<file path="src/rtl/pipe_pkg.sv">
// Pipeline-wide shared definitions.
//
// Provides the default bubble encoding used by every pipeline register stage,
// the maximum bundle width and the state encoding of the optional skid buffer.
package pipe_pkg;

  // Bubble encoding: addi x0, x0, 0.
  localparam logic [31:0] PIPE_NOP_INST = 32'h0000_0013;

  // Widest instruction bundle the pipeline supports.
  localparam int unsigned PIPE_MAX_LANES = 4;

  // Occupancy of a stage that carries a skid entry behind its main entry.
  typedef enum logic [1:0] {
    SkEmpty    = 2'd0,
    SkMain     = 2'd1,
    SkMainSkid = 2'd2
  } skid_state_e;

endpackage

</file>
<file path="src/rtl/pipe_lane_mux.sv">
// Per-lane output select for a pipeline register stage.
//
// Presents the held instruction and PC of one lane when that lane is live,
// otherwise the bubble encoding and a zero PC.
//
// Ports:
//   i_vld   - lane is live (bundle valid and lane qualifier set)
//   i_inst  - held instruction for this lane
//   i_pc    - held PC for this lane
//   o_inst  - instruction driven downstream (NOP_INST when not live)
//   o_pc    - PC driven downstream (zero when not live)
module pipe_lane_mux
  import pipe_pkg::*;
#(
  parameter int unsigned       INST_W   = 32,
  parameter int unsigned       PC_W     = 32,
  parameter logic [INST_W-1:0] NOP_INST = INST_W'(PIPE_NOP_INST)
) (
  input  logic              i_vld,
  input  logic [INST_W-1:0] i_inst,
  input  logic [PC_W-1:0]   i_pc,
  output logic [INST_W-1:0] o_inst,
  output logic [PC_W-1:0]   o_pc
);

  always_comb begin
    o_inst = NOP_INST;
    o_pc   = '0;
    if (i_vld) begin
      o_inst = i_inst;
      o_pc   = i_pc;
    end
  end

endmodule

</file>
<file path="src/rtl/pipe_stage_reg.sv">
// Pipeline register stage for multi-lane instruction bundles.
//
// Holds one bundle (or two with the skid entry), with valid/ready handshakes on
// both sides, flush, bubble insertion on dead lanes and a saturating stall
// counter. Defining PIPE_STAGE_SKID_EN adds a skid entry so that in_ready is a
// register with no combinational path from out_ready.
//
// Ports:
//   clk, rst       - clock (rising edge), asynchronous active-high reset
//   flush          - kill held and incoming bundles
//   in_valid       - upstream bundle valid
//   in_lane_vld    - upstream per-lane qualifier
//   in_inst, in_pc - upstream lanes, lane i at [i*W +: W]
//   in_ready       - stage can accept a bundle
//   out_valid      - downstream bundle valid
//   out_lane_vld   - downstream per-lane qualifier
//   out_inst       - downstream instructions (NOP_INST on dead lanes)
//   out_pc         - downstream PCs (zero on dead lanes)
//   out_ready      - downstream accepts; low means stall
//   stall_cnt      - saturating count of stalled cycles, cleared only by reset
module pipe_stage_reg
  import pipe_pkg::*;
#(
  parameter int unsigned       LANES    = 2,
  parameter int unsigned       INST_W   = 32,
  parameter int unsigned       PC_W     = 32,
  parameter logic [INST_W-1:0] NOP_INST = INST_W'(PIPE_NOP_INST),
  parameter int unsigned       CNT_W    = 16
) (
  input  logic                    clk,
  input  logic                    rst,
  input  logic                    flush,
  input  logic                    in_valid,
  input  logic [LANES-1:0]        in_lane_vld,
  input  logic [LANES*INST_W-1:0] in_inst,
  input  logic [LANES*PC_W-1:0]   in_pc,
  output logic                    in_ready,
  output logic                    out_valid,
  output logic [LANES-1:0]        out_lane_vld,
  output logic [LANES*INST_W-1:0] out_inst,
  output logic [LANES*PC_W-1:0]   out_pc,
  input  logic                    out_ready,
  output logic [CNT_W-1:0]        stall_cnt
);

  logic                    w_valid;
  logic                    w_in_fire;
  logic                    w_out_fire;
  logic                    w_load_main;
  logic [LANES-1:0]        w_src_lane_vld;
  logic [LANES*INST_W-1:0] w_src_inst;
  logic [LANES*PC_W-1:0]   w_src_pc;
  logic [LANES-1:0]        w_lane_en;

  logic [LANES-1:0]        r_lane_vld;
  logic [LANES*INST_W-1:0] r_inst;
  logic [LANES*PC_W-1:0]   r_pc;
  logic [CNT_W-1:0]        r_stall_cnt;

  // A bundle offered during flush is discarded, never loaded.
  assign w_in_fire  = in_valid & in_ready & ~flush;
  assign w_out_fire = w_valid & out_ready;

`ifdef PIPE_STAGE_SKID_EN
  skid_state_e             r_state;
  skid_state_e             w_state_d;
  logic                    r_in_ready;
  logic                    w_load_skid;
  logic                    w_main_from_skid;
  logic [LANES-1:0]        r_skid_lane_vld;
  logic [LANES*INST_W-1:0] r_skid_inst;
  logic [LANES*PC_W-1:0]   r_skid_pc;

  assign w_valid  = (r_state != SkEmpty);
  assign in_ready = r_in_ready;

  always_comb begin
    w_state_d        = r_state;
    w_load_main      = 1'b0;
    w_load_skid      = 1'b0;
    w_main_from_skid = 1'b0;
    if (flush) begin
      w_state_d = SkEmpty;
    end else begin
      unique case (r_state)
        SkEmpty: begin
          if (w_in_fire) begin
            w_state_d   = SkMain;
            w_load_main = 1'b1;
          end
        end
        SkMain: begin
          if (w_in_fire && w_out_fire) begin
            w_load_main = 1'b1;
          end else if (w_in_fire) begin
            w_state_d   = SkMainSkid;
            w_load_skid = 1'b1;
          end else if (w_out_fire) begin
            w_state_d = SkEmpty;
          end
        end
        SkMainSkid: begin
          // in_ready is low here, so only the drain of main can happen.
          if (w_out_fire) begin
            w_state_d        = SkMain;
            w_load_main      = 1'b1;
            w_main_from_skid = 1'b1;
          end
        end
        default: w_state_d = SkEmpty;
      endcase
    end
  end

  always_ff @(posedge clk or posedge rst) begin
    if (rst) begin
      r_state    <= SkEmpty;
      r_in_ready <= 1'b1;
    end else begin
      r_state    <= w_state_d;
      r_in_ready <= (w_state_d != SkMainSkid);
    end
  end

  always_ff @(posedge clk or posedge rst) begin
    if (rst) begin
      r_skid_lane_vld <= '0;
      r_skid_inst     <= '0;
      r_skid_pc       <= '0;
    end else if (flush) begin
      r_skid_lane_vld <= '0;
    end else if (w_load_skid) begin
      r_skid_lane_vld <= in_lane_vld;
      r_skid_inst     <= in_inst;
      r_skid_pc       <= in_pc;
    end
  end

  assign w_src_lane_vld = w_main_from_skid ? r_skid_lane_vld : in_lane_vld;
  assign w_src_inst     = w_main_from_skid ? r_skid_inst     : in_inst;
  assign w_src_pc       = w_main_from_skid ? r_skid_pc       : in_pc;
`else
  logic r_valid;
  logic w_valid_d;

  assign w_valid  = r_valid;
  // Accept whenever the held bundle leaves this cycle or nothing is held.
  assign in_ready = out_ready | ~r_valid;

  always_comb begin
    w_valid_d   = r_valid;
    w_load_main = 1'b0;
    if (flush) begin
      w_valid_d = 1'b0;
    end else if (w_in_fire) begin
      w_valid_d   = 1'b1;
      w_load_main = 1'b1;
    end else if (w_out_fire) begin
      w_valid_d = 1'b0;
    end
  end

  always_ff @(posedge clk or posedge rst) begin
    if (rst) begin
      r_valid <= 1'b0;
    end else begin
      r_valid <= w_valid_d;
    end
  end

  assign w_src_lane_vld = in_lane_vld;
  assign w_src_inst     = in_inst;
  assign w_src_pc       = in_pc;
`endif

  always_ff @(posedge clk or posedge rst) begin
    if (rst) begin
      r_lane_vld <= '0;
      r_inst     <= '0;
      r_pc       <= '0;
    end else if (flush) begin
      r_lane_vld <= '0;
    end else if (w_load_main) begin
      r_lane_vld <= w_src_lane_vld;
      r_inst     <= w_src_inst;
      r_pc       <= w_src_pc;
    end
  end

  // Counts stalled cycles, including the cycle a flush lands in.
  always_ff @(posedge clk or posedge rst) begin
    if (rst) begin
      r_stall_cnt <= '0;
    end else if (w_valid && !out_ready && (r_stall_cnt != {CNT_W{1'b1}})) begin
      r_stall_cnt <= r_stall_cnt + CNT_W'(1);
    end
  end

  assign w_lane_en    = r_lane_vld & {LANES{w_valid}};
  assign out_valid    = w_valid;
  assign out_lane_vld = w_lane_en;
  assign stall_cnt    = r_stall_cnt;

  for (genvar g = 0; g < LANES; g++) begin : g_lane
    pipe_lane_mux #(
      .INST_W  (INST_W),
      .PC_W    (PC_W),
      .NOP_INST(NOP_INST)
    ) u_lane_mux (
      .i_vld (w_lane_en[g]),
      .i_inst(r_inst[g*INST_W +: INST_W]),
      .i_pc  (r_pc[g*PC_W +: PC_W]),
      .o_inst(out_inst[g*INST_W +: INST_W]),
      .o_pc  (out_pc[g*PC_W +: PC_W])
    );
  end

endmodule

</file>
<file path="config.mk">
export PLATFORM = sky130hd
export DESIGN_NAME = pipe_stage_reg
export DESIGN_NICKNAME = d
export VERILOG_FILES = /design/src/rtl/pipe_pkg.sv /design/src/rtl/pipe_lane_mux.sv /design/src/rtl/pipe_stage_reg.sv
export SDC_FILE = /design/constraint.sdc
export NUM_CORES = 1
export LEC_CHECK = 0
export CORE_MARGIN = 2
export CORE_UTILIZATION = 43
export CTS_CLUSTER_DIAMETER = 150
export DETAILED_ROUTE_END_ITERATION = 8
export PLACE_DENSITY = 0.84
export SETUP_SLACK_MARGIN = 0.05
export SLEW_MARGIN = 20
export SYNTH_ARGS = -nofsm -noshare
export SYNTH_HDL_FRONTEND = slang
export SYNTH_SLANG_ARGS = --single-unit
</file>
<file path="constraint.sdc">
create_clock -name clk -period 4.8 [get_ports clk]
set_input_delay 0.48 -clock clk [delete_from_list [all_inputs] [get_ports clk]]
set_output_delay 0.48 -clock clk [all_outputs]
set_load 0.05 [all_outputs]
</file>
==> reports/metrics.cfg, run 1 <==
[layout]
nets=917
n_antenna_cell=0
syn_to_final_growth_pct=51.46
drive_gt1_share_pct=18.18

[floorplan]
dieHeight_um=128.7
core_area_sq_um=15200
num_rows=45
start_util_pct=44.00
pin_count=283
die-area_sq_um=16570
fp.dieW_um=128.7

[synth]
ys_async_sr_fraction_pct=100.0
synth_most_common_cell=dfrtp_1
ys_ff_latch=147
synth_warnings=0
synth_commonest_cells=147 x dfrtp_1, 124 x and3_1, 98 x mux2_2, 31 x mux2_1, 25 x clkbuf_1
ys_seq_area_share_pct=54.99
netlist_area_sq_um=6689
yosysTopAreaCellShare_pct=54.99
yosys-top-cells-area=dfrtp_1 55%, mux2_2 16%, and3_1 12%, mux2_1 5.2%, buf_6 2.4%
syn_avg_cell_area_sq_um=12.99
ys_types=37
synth_nets=651
synth_top_flop_cell=dfrtp_1
synth_edf_count=0
postSynthCellCount=515
synth.largest_area_cell=dfrtp_1

[clock_network]
htreeDepth=4
cts_tree=yes
clock_latency_ps=410
root_buffer=clkbuf_16
cts_buffers=17
cts_hold_buf=0
cts_resized=0
cts_buffer_depth=2
clkSinkCount=147
clk_pin_slew_ps=60
cts_setup_buffers=0

[grt]
grt_pass1_vias=5406
grt_pass1_wl_um=28180
grt_start_max_net_pins=87
grt_antenna_before_repair=0
track_usage_pct=21.69
grt_overflow=0

[power]
powerDensity_nw_per_um2=355.9
swShare_pct=26.98
ir_drop_mv=0.2354
leakagePower_nw=4.558
internal_power_mw=2.633
power_frac_seq_pct=44.2
power_frac_comb_pct=18.6
p_sw_uw=972.9
power_frac_clock_pct=37.2

[drt]
drc=0
ant_nets=0
drtPass1Iterations=4
via_count=5141
drt-total-wl_um=18070
drt_iter0_drc=203
viasPerCell=5.246
wl_per_cell_um=18.43

[sta]
tightest_slew_ps=987.8
slew_headroom_pct=34.15
rsz0062_at_grt=no
period_share_pct=69.56
min_period_ps=3339
clock.fmax_ghz=0.2995
setup_viol=0
layout_setup_ws_ps=1461
clock-skew-final_ps=7.004
finalHoldViolations=0
holdWs_ps=474.1
drv_slew=0
tns_ps=0

[critical_path]
slowest_stage=dfrtp_4
path_class=reg2out
critPathRequiredTime_ps=4320
crit_arrival_ps=2860
crit_chain=buf_4 -> and2_1 -> clkdlybuf4s50_1
cp-start-kind=flip-flop
critPathMaxFanout=86
critPathMaxStageDelay_ps=870
end_kind=primary output

[placement]
gp_congestion=0.8276
place_ws_ps=1594
portBuffers=282
place_hpwl_um=12740

[job]
cap_violations=0

[min_path]
hp-class=reg2reg

[status]
status=finished clean

[worst paths after layout]
kind,start,endpoint,slack [ps],cells after the start
worst max-delay path,out_valid$_DFFE_PP0P_,out_lane_vld[0],1460,3
worst min-delay path,r_inst[24]$_DFFE_PP0P_,r_inst[24]$_DFFE_PP0P_,470,1
worst max register to register,out_valid$_DFFE_PP0P_,r_inst[15]$_DFFE_PP0P_,2160,6
worst min register to register,r_inst[24]$_DFFE_PP0P_,r_inst[24]$_DFFE_PP0P_,470,1
max in group asynchronous,rst,out_valid$_DFFE_PP0P_,3280,3
min in group asynchronous,rst,r_pc[32]$_DFFE_PP0P_,490,2
[cells by family after synthesis]
kind of cell    count (synthesis)  share of synthesized area (%)
buf+inv                        44                          4.209
fa+ha+maj                       1                         0.1870
xor+xnor                       11                          1.440
flops                         147                          54.99
compound gates                  8                         0.7858
mux                           130                          21.94
simple gates                  174                          16.44
[final cells by class]
class                   count  area (sq um)
clock buffers              21         460.4
clock inverters             9         131.4
fillers                  1104          5071
inverters                   2         12.51
multi-input cells         324          2734
flip-flops and latches    147          3682
well taps                 188         235.2
repair buffers            289          2875
[worst max-delay path: cells and delay by family (launching register included)]
family                 cells  cell delay, ps
AND/OR/NAND/NOR            1             260
flip-flops                 1             870
buffers and inverters      2            1300
[layer usage]
metal | track usage [%] | vias up | wire length [um]
li1 | - | 2365 | -
met4 | 9.463 | 0 | 478
met5 | 0 | - | 0
met1 | 24.94 | 2524 | 6930
met2 | 37.35 | 212 | 9327
met3 | 6.778 | 40 | 1327
[power by group through the flow]
stage / clock network, mW / logic, mW / registers [mW]
floorplan: 0 / 0.372 / 1.63
global placement: 0 / 0.652 / 1.60
detailed placement: 0 / 0.674 / 1.61
CTS: 1.37 / 0.678 / 1.59
global route: 1.43 / 0.716 / 1.62
finish: 1.34 / 0.671 / 1.59
[registers in the layout (all words and copies together), names as in the netlist]
| name | count |
|---|---|
| r_pc | 64 |
| r_inst | 64 |
| r_lane_vld | 2 |
| out_valid | 1 |
| stall_cnt | 16 |
[cells in the final DEF (no fill, tap or decap), types with 2 or more instances in the layout]
cell | synthesis | final
a21oi_1 | 4 | 4
dfrtp_1 | 147 | 146
nand2_1 | 6 | 6
nand3_1 | 5 | 5
nand2b_1 | 7 | 7
mux2_2 | 98 | 98
clkbuf_8 | 0 | 2
nand4_1 | 3 | 3
bufinv_16 | 0 | 3
xor2_1 | 9 | 9
clkinv_2 | 0 | 3
and2_1 | 3 | 3
and3_1 | 124 | 124
buf_4 | 3 | 7
mux2_1 | 31 | 31
nor3b_1 | 2 | 2
xnor2_1 | 2 | 2
nor3_1 | 4 | 4
clkbuf_16 | 0 | 17
clkdlybuf4s50_1 | 0 | 282
clkbuf_1 | 25 | 2
clkinv_4 | 0 | 3
and4_1 | 2 | 2
nor2_1 | 7 | 7
[stage by stage]
stage	instance area (sq um)	std cells	total power [mW]	utilization [%]
2_1_floorplan	6689	515	1.998	-
3_3_place_gp	9537	950	2.250	62.73
3_5_place_dp	9537	950	2.286	62.73
4_1_cts	10130	980	3.644	66.63
5_1_grt	10130	980	3.771	66.64
6_report	10130	980	3.606	66.64
(Power assumes the default switching activity.)
==> run 2: changes to the inputs <==
--- a/config.mk
+++ b/config.mk
@@ -6,10 +6,10 @@
 export NUM_CORES = 1
 export LEC_CHECK = 0
 export CORE_MARGIN = 2
-export CORE_UTILIZATION = 43
+export CORE_UTILIZATION = 39
 export CTS_CLUSTER_DIAMETER = 150
 export DETAILED_ROUTE_END_ITERATION = 8
-export PLACE_DENSITY = 0.84
+export PLACE_DENSITY = 0.8
 export SETUP_SLACK_MARGIN = 0.05
 export SLEW_MARGIN = 20
 export SYNTH_ARGS = -nofsm -noshare
==> constraint.sdc (replaced) <==
create_clock -name clk -period 2.99 [get_ports clk]
set_input_delay 0.299 -clock clk [delete_from_list [all_inputs] [get_ports clk]]
set_output_delay 0.299 -clock clk [all_outputs]
set_load 0.05 [all_outputs]
==> run 2 against run 1 <==
Count of clock-buffer cells in the layout decreased by 4. Clock power is 46% higher. Via count grew 0.62%. Global-route usage down 2.0 points. Total power is 55% higher. Die area is 9.9% higher. Critical endpoint is now out_inst[32].
==> reports/metrics.cfg, run 2 (same netlist as run 1, synthesis figures left out) <==
[power]
swShare_pct=28.32  ; +1.3 points
leakagePower_nw=4.782  ; +4.9%
power_frac_comb_pct=19.6  ; +1.0 points
power_frac_seq_pct=45.3  ; +1.1 points
powerDensity_nw_per_um2=565.7  ; +59%
power_frac_clock_pct=35.1  ; -2.1 points
ir_drop_mv=0.5495  ; +130%
p_total_mw=5.590  ; +55%
p_sw_mw=1.583  ; +63%
internal_power_mw=4.007  ; +52%

[sta]
min_period_ps=2577
finalHoldViolations=0  ; unchanged
clock-skew-final_ps=6.476  ; -0.5277 ps
drv_slew=0  ; unchanged
period_share_pct=86.18
tns_ps=0  ; unchanged
holdWs_ps=352.2  ; -121.8 ps
rsz0062_at_grt=no
slew_headroom_pct=45.05  ; +11 points
tightest_slew_ps=824.3  ; -163.5 ps
clock.fmax_ghz=0.3881
setup_viol=0  ; unchanged

[floorplan]
dieHeight_um=135.0  ; +4.8%
num_rows=47  ; +4.4%
fp.dieW_um=135.0  ; +4.8%
pin_count=283  ; unchanged
start_util_pct=40.05  ; -3.9 points
core_area_sq_um=16700  ; +9.9%
die-area_sq_um=18210  ; +9.9%

[critical_path]
crit_chain=and2_1 -> nand2b_1 -> clkdlybuf4s50_1
critPathRequiredTime_ps=2690  ; -1630 ps
crit_arrival_ps=2280  ; -580 ps
slowest_stage=clkdlybuf4s50_1
cp-start-kind=flip-flop
critPathMaxFanout=30  ; -65%
critPathMaxStageDelay_ps=820  ; -50 ps
r2r_slack_ps=540  ; -1620 ps
end_kind=primary output
path_class=reg2out

[placement]
gp_congestion=0.8393  ; +1.4%
portBuffers=282  ; unchanged
placed_cell_area_sq_um=9340  ; -2.1%
place_hpwl_um=12660  ; -0.63%
placed_cells=984  ; +3.6%

[layout]
stdcell_count=1014  ; +3.5%
fillers=1362  ; +23%
drive_gt1_share_pct=33.12  ; +15 points
final_common_cell=clkdlybuf4s50_1
final_cell_mix=166 x clkdlybuf4s50_1, 146 x dfrtp_1, 124 x and3_1
n_antenna_cell=0  ; unchanged
nets=919  ; +0.22%
syn_to_final_growth_pct=47.74
fin_area_sq_um=9882  ; -2.5%

[grt]
track_usage_pct=19.70  ; -2.0 points
grt_overflow=0  ; unchanged
gr-usage-met1_pct=24.02  ; -0.92 points
grt_pass1_vias=5526  ; +2.2%
met3_usage_pct=4.580  ; -2.2 points
grt_pass1_wl_um=28380  ; +0.71%
top_usage_layer=met2
grt_antenna_before_repair=0  ; unchanged
grt_start_max_net_pins=84  ; -3.4%
met2_usage_pct=33.87  ; -3.5 points

[drt]
drt-total-wl_um=18070  ; about the same
viasPerCell=5.102  ; -2.8%
drt_iter0_drc=196  ; -3.4%
wl_per_cell_um=17.82  ; -3.3%
drc=0  ; unchanged
via_count=5173  ; +0.62%
ant_nets=0  ; unchanged
drtPass1Iterations=4  ; unchanged

[job]
cap_violations=0  ; unchanged

[clock_network]
htreeDepth=4  ; unchanged
cts_hold_buf=0  ; unchanged
cts_buffer_depth=2  ; unchanged
cts_buffers=17  ; unchanged
clkSinkCount=147  ; unchanged
clk_pin_slew_ps=60  ; about the same
cts_tree=yes
root_buffer=clkbuf_16
cts_setup_buffers=0  ; unchanged
clock_latency_ps=410  ; about the same

[min_path]
hp-class=in2async

[status]
status=finished clean

[run 2: cell types whose count changed in the layout (fill, tap and decap cells not counted)]
cell             before  now
buf_12                0    3
clkdlybuf4s50_1     282  166
clkbuf_1              2    0
clkinvlp_4            0    6
dfrtp_2               0    1
clkinv_4              3    1
dfrtp_4               1    0
inv_6                 1    2
dlymetal6s2s_1        0    1
buf_4                 7  121
bufinv_16             3    1
clkinv_2              3    4
clkbuf_8              2    0
[run 2: routing by layer]
layer / vias up / wire, um
met2: 215 / 9038
met4: 0 / 476
met1: 2548 / 7391
met5: - / 0
met3: 39 / 1166
li1: 2371 / -
[run 2: worst max-delay path: cells and delay by family, from the launching register on]
| kind | cells | cell delay (ps) |
|---|---|---|
| and+or+nand+nor | 2 | 460 |
| DFF | 1 | 590 |
| buffers and inverters | 1 | 820 |
[run 2: power by group through the flow]
stage | logic [mW] | clock network [mW] | registers, mW
finish | 1.09 | 1.96 | 2.53
global route | 1.17 | 2.11 | 2.58
CTS | 1.11 | 2.01 | 2.53
detailed placement | 1.11 | 0 | 2.56
global placement | 1.07 | 0 | 2.53
floorplan | 0.598 | 0 | 2.61
[run 2: through the flow]
stage | utilization [%] | setup slack, ps
4_1_cts | 59.15 | 164.6
6_report | 59.17 | 413.1
3_5_place_dp | 55.93 | 558.5
5_1_grt | 59.17 | 278.7
3_3_place_gp | 55.93 | 596.1
2_1_floorplan | - | 844.0
[run 2: timing repair]
action                                  CTS  global route
gates resized for setup                   0             1
endpoints found under the setup margin    0             1
hold endpoints to repair                  0             0
[run 2: layout make-up]
cell class | instances | area [sq um] | area share (%)
Timing Repair Buffer | 291 | 2643 | 26.74
Multi-Input combinational cell | 324 | 2734 | 27.67
Inverter | 2 | 11.26 | 0.1140
Clock inverter | 13 | 113.9 | 1.152
Sequential cell | 147 | 3680 | 37.24
Tap cell | 220 | 275.3 | 2.786
Clock buffer | 17 | 425.4 | 4.305
[run 2: path summary, 6_finish.rpt]
check                                            from                         to  cells after the start
worst max-delay path            out_valid$_DFFE_PP0P_               out_inst[32]                      3
worst min-delay path                              rst       r_pc[50]$_DFFE_PP0P_                      3
worst max register to register  out_valid$_DFFE_PP0P_  stall_cnt[14]$_DFFE_PP0P_                      5
worst min register to register   r_pc[13]$_DFFE_PP0P_       r_pc[13]$_DFFE_PP0P_                      1
max in group asynchronous                         rst      out_valid$_DFFE_PP0P_                      3
min in group clk                            in_pc[50]       r_pc[50]$_DFFE_PP0P_                      2
==> run 3: changes to the inputs <==
--- a/config.mk
+++ b/config.mk
@@ -5,11 +5,12 @@
 export SDC_FILE = /design/constraint.sdc
 export NUM_CORES = 1
 export LEC_CHECK = 0
+export CORE_ASPECT_RATIO = 0.5
 export CORE_MARGIN = 2
-export CORE_UTILIZATION = 39
+export CORE_UTILIZATION = 43
 export CTS_CLUSTER_DIAMETER = 150
 export DETAILED_ROUTE_END_ITERATION = 8
-export PLACE_DENSITY = 0.8
+export PLACE_DENSITY = 0.84
 export SETUP_SLACK_MARGIN = 0.05
 export SLEW_MARGIN = 20
 export SYNTH_ARGS = -nofsm -noshare
==> constraint.sdc (replaced) <==
create_clock -name clk -period 2.5 [get_ports clk]
set_input_delay 0.25 -clock clk [delete_from_list [all_inputs] [get_ports clk]]
set_output_delay 0.25 -clock clk [all_outputs]
set_load 0.05 [all_outputs]
==> run 3 against run 2 <==
Final cell count fell by 0.79%. Clock skew is 1.8 ps higher. Combinational power increased by 33%. Die area fell by 8.7%. Clock power increased by 24%. Critical endpoint is now out_valid. Largest power group unchanged.
==> reports/metrics.cfg, run 3 (same netlist as run 1, synthesis figures left out) <==
[sta]
rsz0062_at_grt=no
tns_ps=0  ; unchanged
layout_setup_ws_ps=195.9  ; -217.2 ps
setup_viol=0  ; unchanged
finalHoldViolations=0  ; unchanged
min_period_ps=2304
period_share_pct=92.16
clock-skew-final_ps=8.291  ; +1.815 ps
slew_headroom_pct=61.14  ; +16 points
tightest_slew_ps=582.9  ; -241.4 ps
clock.fmax_ghz=0.4340
drv_slew=0  ; unchanged

[floorplan]
die-area_sq_um=16630  ; -8.7%
pin_count=283  ; unchanged
num_rows=32  ; -32%
dieHeight_um=92.19  ; -32%
core_area_sq_um=15290  ; -8.4%
fp.dieW_um=180.4  ; +34%
start_util_pct=43.73  ; +3.7 points

[layout]
seq_area_sq_um=3680  ; unchanged
syn_to_final_growth_pct=72.02
n_antenna_cell=0  ; unchanged
final_common_cell=clkdlybuf4s50_1
multi_input_area_sq_um=2734  ; unchanged
final_cell_mix=152 x clkdlybuf4s50_1, 146 x dfrtp_1, 132 x buf_12
fillers=926  ; -32%
fin_area_sq_um=11510  ; +16%
final_core_util_pct=75.23  ; +16 points
drive_gt1_share_pct=35.66  ; +2.5 points
nets=925  ; +0.65%

[power]
powerDensity_nw_per_um2=599.6  ; +6.0%
leakagePower_nw=5.191  ; +8.6%
ir_drop_mv=0.9248  ; +68%

[critical_path]
critPathRequiredTime_ps=2250  ; -440 ps
path_buf_inv=2  ; +1
slowest_stage=clkdlybuf4s50_1
crit_chain=buf_12 -> clkdlybuf4s50_1
cp-start-kind=flip-flop
crit_arrival_ps=2050  ; -230 ps
critPathMaxStageDelay_ps=890  ; +70 ps
end_kind=primary output
critPathMaxFanout=127  ; +320%
path_class=reg2out
critPathTopFamily=buffers and inverters

[job]
cap_violations=0  ; unchanged

[grt]
grt_overflow=0  ; unchanged
grt_pass1_vias=5591  ; +1.2%
grt_pass1_wl_um=31280  ; +10%
grt_antenna_before_repair=0  ; unchanged
track_usage_pct=24.21  ; +4.5 points
grt_start_max_net_pins=128  ; +52%

[drt]
drt_iter0_drc=230  ; +17%
wl_per_cell_um=19.57  ; +9.8%
ant_nets=0  ; unchanged
viasPerCell=5.120  ; +0.37%
drc=0  ; unchanged
drt-total-wl_um=19680  ; +8.9%
drtPass1Iterations=4  ; unchanged
via_count=5151  ; -0.43%

[clock_network]
cts_hold_buf=0  ; unchanged
cts_resized=0  ; unchanged
cts_tree=yes
cts_setup_buffers=0  ; unchanged
clkSinkCount=147  ; unchanged
clock_latency_ps=400  ; about the same
cts_buffers=17  ; unchanged
root_buffer=clkbuf_16
clk_pin_slew_ps=70  ; about the same
cts_buffer_depth=2  ; unchanged
htreeDepth=4  ; unchanged

[placement]
place_hpwl_um=14050  ; +11%
place_ws_ps=329.1  ; -229.4 ps
portBuffers=282  ; unchanged
placed_cell_area_sq_um=10940  ; +17%
gp_congestion=0.7942  ; -5.4%

[min_path]
hp-class=in2async

[status]
status=finished clean

-- run 3: cell count changes in the layout (fill, tap and decap cells not counted) --
cell             change
buf_12             +129
buf_4              -108
clkdlybuf4s50_1     -14
clkbuf_8             +3
clkinv_2             -3
clkinv_4             +3
clkinvlp_4           -2
inv_6                +2
bufinv_16            -1
dlymetal6s2s_1       -1
-- run 3: metal layers --
| layer | up-vias | share of wire (%) | track usage (%) |
|---|---|---|---|
| met5 | - | 0 | 0 |
| met4 | 0 | 2.7 | 10.28 |
| met3 | 36 | 3.2 | 4.448 |
| met2 | 128 | 54 | 42.62 |
| met1 | 2603 | 40 | 29.46 |
| li1 | 2384 | - | - |
-- run 3: area by class of cell --
type / instances / share of cell area (%)
flip-flops and latches: 147 / 31.98
clock inverters: 12 / 0.8482
repair buffers: 297 / 37.04
well taps: 204 / 2.218
multi-input cells: 324 / 23.76
inverters: 2 / 0.09787
clock buffers: 20 / 4.056
-- run 3: worst register-to-register path: stages (launching register included) --
cell	delay, ps
dfrtp_2	390
buf_12	310
nand3b_1	280
nor3_1	370
nand4_1	150
mux2_2	280
-- run 3: where the power goes --
part	total (mW)	switching [mW]	internal [mW]
registers	3.02	0.242	2.78
clock network	2.43	1.06	1.37
logic	1.45	0.683	0.771
total	6.90	1.98	4.92
-- run 3: metrics by stage --
stage / hold slack, ps / std cells / power [mW]
floorplan: 313.1 / 515 / 3.838
global placement: 458.2 / 974 / 4.436
detailed placement: 465.7 / 974 / 4.515
CTS: 407.3 / 1006 / 6.973
global route: 421.1 / 1006 / 7.222
finish: 393.7 / 1006 / 6.899
-- run 3: worst paths after layout --
kind	startpoint	endpoint	slack, ps	depth (start not counted)
max	out_valid$_DFFE_PP0P_	out_valid	200	2
min reg2reg	r_inst[24]$_DFFE_PP0P_	r_inst[24]$_DFFE_PP0P_	480	1
min	rst	r_pc[2]$_DFFE_PP0P_	390	3
max reg2reg	out_valid$_DFFE_PP0P_	stall_cnt[14]$_DFFE_PP0P_	610	5
max in group asynchronous	rst	out_valid$_DFFE_PP0P_	1630	3
min in group clk	in_inst[44]	r_inst[44]$_DFFE_PP0P_	430	2
